### src/rtl/ukf_div_arbiter.sv
// ukf_div_arbiter: round-robin sharing of one fixed-latency divider; UKF_DIAG_PRIORITY_EN gives req[0] strict priority
module ukf_div_arbiter #(
  parameter int N_REQ   = 5,
  parameter int W       = 32,
  parameter int DIV_LAT = 8
) (
  input  logic               clock,
  input  logic               areset,
  input  logic               start,
  input  logic               finish,
  input  logic               stall,
  input  logic [N_REQ-1:0]   req,
  input  logic [N_REQ*W-1:0] op_a,
  input  logic [N_REQ*W-1:0] op_b,
  output logic [N_REQ-1:0]   gnt,
  output logic               div_valid,
  output logic [W-1:0]       div_a,
  output logic [W-1:0]       div_b,
  output logic               div_ce,
  input  logic [W-1:0]       div_result,
  output logic [N_REQ-1:0]   rsp_valid,
  output logic [W-1:0]       rsp_data,
  output logic               busy,
  output logic               done
);
  localparam int IW = (N_REQ > 1) ? $clog2(N_REQ) : 1;
`ifdef UKF_DIAG_PRIORITY_EN
  localparam bit DIAG_PRIO = 1'b1;
`else
  localparam bit DIAG_PRIO = 1'b0;
`endif
  typedef enum logic [1:0] {IDLE, RUN, DRAIN} state_t;
  state_t state_q, state_d;
  logic [N_REQ-1:0] gnt_q, gnt_d, rsp_valid_q, rsp_valid_d, elig;
  logic div_valid_q, div_valid_d, done_q, done_d, win_ok, fire, pipe_empty;
  logic [W-1:0] div_a_q, div_a_d, div_b_q, div_b_d, rsp_data_q, rsp_data_d;
  logic [IW-1:0] ptr_q, ptr_d, div_id_q, div_id_d, win, cand;
  logic [DIV_LAT-1:0] tv_q, tv_d;
  logic [IW-1:0] tid_q [DIV_LAT];
  logic [IW-1:0] tid_d [DIV_LAT];
  // With diag priority the pointer only ever rotates over 1..N_REQ-1.
  always_comb begin
    elig = req & ~gnt_q;
    win = '0;
    cand = '0;
    win_ok = DIAG_PRIO && elig[0];
    for (int k = 1; k <= N_REQ; k++) begin
      cand = DIAG_PRIO ? IW'((int'(ptr_q) + k - 1) % (N_REQ - 1) + 1) : IW'((int'(ptr_q) + k) % N_REQ);
      if (!win_ok && elig[cand]) begin
        win = cand;
        win_ok = 1'b1;
      end
    end
  end
  always_comb begin
    pipe_empty = ~|tv_q & ~div_valid_q;
    fire = (state_q == RUN) && !stall && win_ok;
    gnt_d = fire ? N_REQ'(1) << win : '0;
    ptr_d = (fire && !(DIAG_PRIO && win == '0)) ? win : ptr_q;
    div_valid_d = stall ? div_valid_q : fire;
    div_id_d = stall ? div_id_q : win;
    div_a_d = fire ? op_a[int'(win)*W +: W] : div_a_q;
    div_b_d = fire ? op_b[int'(win)*W +: W] : div_b_q;
    tv_d = stall ? tv_q : ((tv_q << 1) | DIV_LAT'(div_valid_q));
    tid_d = tid_q;
    if (!stall) begin
      tid_d[0] = div_id_q;
      for (int k = 1; k < DIV_LAT; k++) tid_d[k] = tid_q[k-1];
    end
    rsp_valid_d = (!stall && tv_q[DIV_LAT-1]) ? N_REQ'(1) << tid_q[DIV_LAT-1] : '0;
    rsp_data_d = (!stall && tv_q[DIV_LAT-1]) ? div_result : rsp_data_q;
    state_d = (state_q == IDLE && start) ? RUN :
              (state_q == RUN && finish) ? DRAIN :
              (state_q == DRAIN && pipe_empty) ? IDLE : state_q;
    done_d = (state_q == DRAIN) && pipe_empty;
  end
  always_ff @(posedge clock or posedge areset) begin
    if (areset) begin
      state_q <= IDLE;
      gnt_q <= '0;
      rsp_valid_q <= '0;
      div_valid_q <= 1'b0;
      done_q <= 1'b0;
      div_a_q <= '0;
      div_b_q <= '0;
      rsp_data_q <= '0;
      ptr_q <= IW'(N_REQ - 1);
      div_id_q <= '0;
      tv_q <= '0;
      tid_q <= '{default: '0};
    end else begin
      state_q <= state_d;
      gnt_q <= gnt_d;
      rsp_valid_q <= rsp_valid_d;
      div_valid_q <= div_valid_d;
      done_q <= done_d;
      div_a_q <= div_a_d;
      div_b_q <= div_b_d;
      rsp_data_q <= rsp_data_d;
      ptr_q <= ptr_d;
      div_id_q <= div_id_d;
      tv_q <= tv_d;
      tid_q <= tid_d;
    end
  end
  assign gnt = gnt_q;
  assign div_valid = div_valid_q;
  assign div_a = div_a_q;
  assign div_b = div_b_q;
  assign div_ce = ~stall;
  assign rsp_valid = rsp_valid_q;
  assign rsp_data = rsp_data_q;
  assign busy = state_q != IDLE;
  assign done = done_q;
endmodule

### config.mk
export PLATFORM = sky130hd
export DESIGN_NAME = ukf_div_arbiter
export DESIGN_NICKNAME = d
export VERILOG_FILES = /design/src/rtl/ukf_div_arbiter.sv
export SDC_FILE = /design/constraint.sdc
export NUM_CORES = 1
export LEC_CHECK = 0
export CELL_PAD_IN_SITES_DETAIL_PLACEMENT = 0
export CELL_PAD_IN_SITES_GLOBAL_PLACEMENT = 2
export CORE_MARGIN = 1.5
export CORE_UTILIZATION = 22
export CTS_BUF_LIST = sky130_fd_sc_hd__clkbuf_4 sky130_fd_sc_hd__clkbuf_8
export CTS_CLUSTER_DIAMETER = 80
export DETAILED_ROUTE_END_ITERATION = 16
export GPL_ROUTABILITY_DRIVEN = 0
export MAX_ROUTING_LAYER = met4
export PLACE_DENSITY = 0.81
export SLEW_MARGIN = 40
export SYNTH_ARGS = -nofsm -noshare
export SYNTH_HDL_FRONTEND = slang
export SYNTH_SLANG_ARGS = --single-unit
### constraint.sdc
create_clock -name clock -period 5.43 [get_ports clock]
set_clock_uncertainty 0.2 [all_clocks]
set_input_delay 0.543 -clock clock [delete_from_list [all_inputs] [get_ports clock]]
set_output_delay 0.543 -clock clock [all_outputs]
set_load 0.005 [all_outputs]
==> results.txt <==
The flow ran to the end, and the final reports show no timing, DRC or antenna violations. The area of all sequential standard cells came out at 0.00370 mm². The first-pass iteration count of the detailed router came out at 6. The largest total area in the synthesized netlist belongs to sky130_fd_sc_hd__dfrtp_1. In this run the cell area of the synthesized design comes to 0.0101 mm². After routing, the total negative slack on setup checks comes to 0 ns. For the worst flop-to-flop path, the logic depth is 20. The total power divided by cell area is 951 mW/mm². Summed over all layers, the global routing overflow is 0. The routed design could run at a clock period as short as 5.32 ns. The max-capacitance violation count is 0. After synthesis, the cell types taking the most area are sky130_fd_sc_hd__dfrtp_1, sky130_fd_sc_hd__mux2i_1, sky130_fd_sc_hd__mux2_2. The via total after detailed routing is 10300. The part of the Yosys area used for sequential elements is 0.367.

The layout net count came out at 1955. For met1 alone, demand over resource in global routing was 0.237. Counting every instance in the synthesized netlist gives 1048. The worst hold path begins at rsp_data[18].

In this run the worst path has a maximum fanout of 20. The internal portion of the total power is 8980 µW. The total DRC errors in the routed layout came out at 0.

The commonest non-fill, non-tap cell in the layout is sky130_fd_sc_hd__clkdlybuf4s50_1. The register bit count reported by yosys is 148. In this run the tightest slew margin relative to its limit is 0.493. In the global route stage, met2 resource usage came out at 0.322.

The final-report max-slew violation count is 0. The worst setup path is of the register to register kind. The hold slack came out at 0.277 ns. The share of synthesized area in the top cell type comes to 0.364. The combinational share of power came out at 0.825. The number of buffers added on ports came out at 471. met2 is the most crowded layer. The setup slack on the worst flop-to-flop path came out at 0.11 ns.

The via count of the first global-routing pass is 10600. For the worst setup path, the data arrival time is 5.46 ns. The initial antenna violation count came out at 3. The worst hold path endpoint is rsp_data[18]. On the worst path, the slowest cell contributes a delay of 0.57 ns. The worst-case setup slack after placement came out at -0.112 ns. The worst hold path was traced through 2 stages. The data required time at the worst endpoint is 5.58 ns. The switching power total came out at 7160 µW. The most critical setup path has its startpoint at ptr_q[2].

The clock tree buffer depth came out at 2. The met3 usage came out at 0.0414. The layout-stage area growth over the synthesis result came out at 67.8%. The vertical extent of the die came out at 217 µm. Counting flops with an async set or reset pin after synthesis yields a share of 1.00.

For the pin with the worst max-slew slack, the measured transition is 0.758 ns. The die span in x is 217 µm. The fraction of final layout cells with drive strength greater than 1 is 0.188.

The number of clock sinks seen by CTS is 148. The core region is 0.0454 mm². The via count normalized by instance count is 4.72. The class of the tightest hold or removal check is register to register. After clock tree synthesis, the clock-pin slew on the worst setup and hold paths is 0.09 ns. The number of warnings printed during yosys synthesis is 0. TritonCTS built the clock tree.

In this run the critical register-to-register path is launched from ptr_q[2]. The root buffer cell chosen for the clock tree is sky130_fd_sc_hd__clkbuf_8. The netlist uses 83 different library cells. The post-synthesis net count came out at 1437.

The global router's overall resource usage came out at 0.193. The first-pass GRT wire length is 66.3 mm. For this block, the routed nets add up to 45.3 mm of wire. Setup slack closes at 0.110 ns.

The number of buffers inserted during clock tree synthesis came out at 17. The most used flip-flop cell after synthesis is sky130_fd_sc_hd__dfrtp_1. The total number of H-tree levels came out at 4. In the final layout, the multi-input gates occupy 0.00630 mm².

The clock insertion delay at the later pin of the skew report came out at 0.47 ns. After the first detailed-routing iteration, the DRC count stood at 666. Walking the worst path, the cells encountered are inv_2, ha_4, o21a_1, a21oi_2, xnor2_2, ha_2, fa_1, a21bo_4, or4_4, a21oi_2, a211oi_2, nor3_4, o211ai_1, or4_4, o22ai_4, buf_12, buf_4, bufbuf_16, mux2i_2, a211oi_1. Dividing the final minimum period by the clock period gives 0.980. The worst setup path is captured at a register. The switching share of power came out at 0.444. Leaving out fill and tap cells, the most frequent cells in the layout are sky130_fd_sc_hd__clkdlybuf4s50_1, sky130_fd_sc_hd__dfrtp_1, sky130_fd_sc_hd__nand2_1. Pin placement for this block handled 472 I/O pins. For this design the static power due to leakage is 0.00700 µW.

The effective utilization at floorplan is 0.223. The number of antenna-violating nets in the routed design is 0. The final number of setup-violating endpoints came out at 0. The area of the die came out at 0.0472 mm². The buffering stage count on the worst path with inverters included is 4. The sort of element at the start of the critical path is a register. The clock share of power is 0.056. The slowest stage of the critical path belongs to the cell sky130_fd_sc_hd__dfstp_2. The worst register-to-register path ends at div_b[29].

The number of synthesized flops with an enable pin is 0. A synthesized cell averages 9.65 µm². The upper clock frequency limit came out at 188 MHz. The number of fill cells is 4571.

The peak supply drop is 0.000675 V. Buffers inserted to repair hold after CTS numbered 0. In the final routed layout, each cell accounts on average for 20.8 µm. Entering global routing, the biggest net connects 69 pins. The count of standard-cell rows came out at 78. The number of hold violations in the final report is 0.

The part of the total power dissipated in sequential elements is 0.119. Among cell families on the critical path, the largest total delay comes from compound AO/OA/AOI/OAI gates. The placed wire-length estimate after detailed placement came out at 34.9 mm.
==> cell type report <==
| class | instances | area share |
|---|---|---|
| clock inverters | 10 | 0.00737 |
| flip-flops and latches | 148 | 0.218 |
| well taps | 600 | 0.0442 |
| diodes | 2 | 0.000295 |
| multi-input cells | 805 | 0.371 |
| inverters | 21 | 0.00494 |
| clock buffers | 20 | 0.0159 |
| repair buffers | 573 | 0.338 |
==> how the worst max path moves through the flow <==
stage | endpoint | slack, ns | depth (start not counted)
floorplan | div_a[29] | 0.02 | 20
global placement | div_b[7] | -0.007 | 19
detailed placement | div_a[9] | -0.11 | 20
CTS | div_b[20] | 0.006 | 22
global route | div_a[1] | -0.05 | 20
finish | div_b[29] | 0.11 | 20
==> synthesized netlist by cell type (7+ instances only) <==
cell and count:
sky130_fd_sc_hd__o211ai_1 11, sky130_fd_sc_hd__a21o_1 7, sky130_fd_sc_hd__a211oi_2 32, sky130_fd_sc_hd__nor2_1 115, sky130_fd_sc_hd__mux2_1 28, sky130_fd_sc_hd__a221oi_1 10, sky130_fd_sc_hd__mux2i_1 89, sky130_fd_sc_hd__nor2b_1 11
sky130_fd_sc_hd__o21ai_0 20, sky130_fd_sc_hd__nand2b_1 8, sky130_fd_sc_hd__and3_1 9, sky130_fd_sc_hd__buf_2 17, sky130_fd_sc_hd__mux2_2 54, sky130_fd_sc_hd__nand2_1 138, sky130_fd_sc_hd__dfrtp_1 147, sky130_fd_sc_hd__nand3_1 8
sky130_fd_sc_hd__o2bb2ai_1 39, sky130_fd_sc_hd__a211oi_1 16, sky130_fd_sc_hd__inv_1 19, sky130_fd_sc_hd__xnor2_1 9, sky130_fd_sc_hd__nor3_1 12, sky130_fd_sc_hd__ha_1 26, sky130_fd_sc_hd__a21oi_1 32, sky130_fd_sc_hd__a221o_1 15
sky130_fd_sc_hd__clkbuf_1 42, sky130_fd_sc_hd__nor4_1 7, sky130_fd_sc_hd__buf_4 7
==> kinds of logic (layout without fill, tap and decap cells) <==
logic type / after synthesis / after routing / share of synthesized area
muxes: 173 / 173 / 0.184
DFF: 148 / 148 / 0.367
and+or+nand+nor: 348 / 348 / 0.156
adders and majority gates: 28 / 28 / 0.0352
xor gates and xnor gates: 10 / 10 / 0.00941
other: 0 / 2 / 0
AOI/OAI and AO/OA: 246 / 246 / 0.204
buffers and inverters: 95 / 624 / 0.0444
==> worst register-to-register path, delay by kind of cell, from the launching register on <==
family | cells | cell delay (ns)
compound gates | 8 | 1.45
simple gates | 3 | 1.28
buf+inv | 4 | 0.65
fa+ha+maj | 3 | 0.58
flops | 1 | 0.57
mux | 1 | 0.29
xor+xnor | 1 | 0.15
==> through the flow <==
step / power [µW] / instance area (µm²) / std cells / utilization
6_report: 16100 / 17000 / 2179 / 0.374
2_1_floorplan: 9090 / 10100 / 1048 / -
3_3_place_gp: 12500 / 15900 / 2120 / 0.350
4_1_cts: 15800 / 16700 / 2169 / 0.367
3_5_place_dp: 12600 / 15900 / 2120 / 0.350
5_1_grt: 17200 / 17000 / 2179 / 0.374
==> per-layer routing <==
| metal | wire length [µm] | part of all wire | up-vias |
|---|---|---|---|
| met2 | 22800 | 0.50 | 333 |
| met4 | 757 | 0.017 | 0 |
| li1 | - | - | 4893 |
| met3 | 2480 | 0.055 | 34 |
| met5 | 0 | 0 | - |
| met1 | 19300 | 0.42 | 5016 |
==> what timing repair did <==
action                                 CTS  global route
cloned                                   4             0
pin swaps                                6            19
resized for setup                       23            56
setup endpoints to repair               51            66
endpoints found under the hold margin    0             0
setup buffers                           15            10
==> power groups by stage <==
stage               Clock, µW  Sequential [µW]  Combinational, µW
floorplan                   0             1910               7180
global placement            0             1930              10600
detailed placement          0             1930              10700
CTS                       949             1920              12900
global route              988             1990              14200
finish                    903             1930              13300
==> state kept, by name, indices dropped and copies added (netlist names) <==
name	cells
div_a	32
gnt	5
rsp_data	32
tv_q	8
div_id_q	3
done	1
rsp_valid	5
div_valid	1
ptr_q	3
div_b	32
state_q	2
tid_q	24
Note: power is estimated with default switching activity, not from simulation.
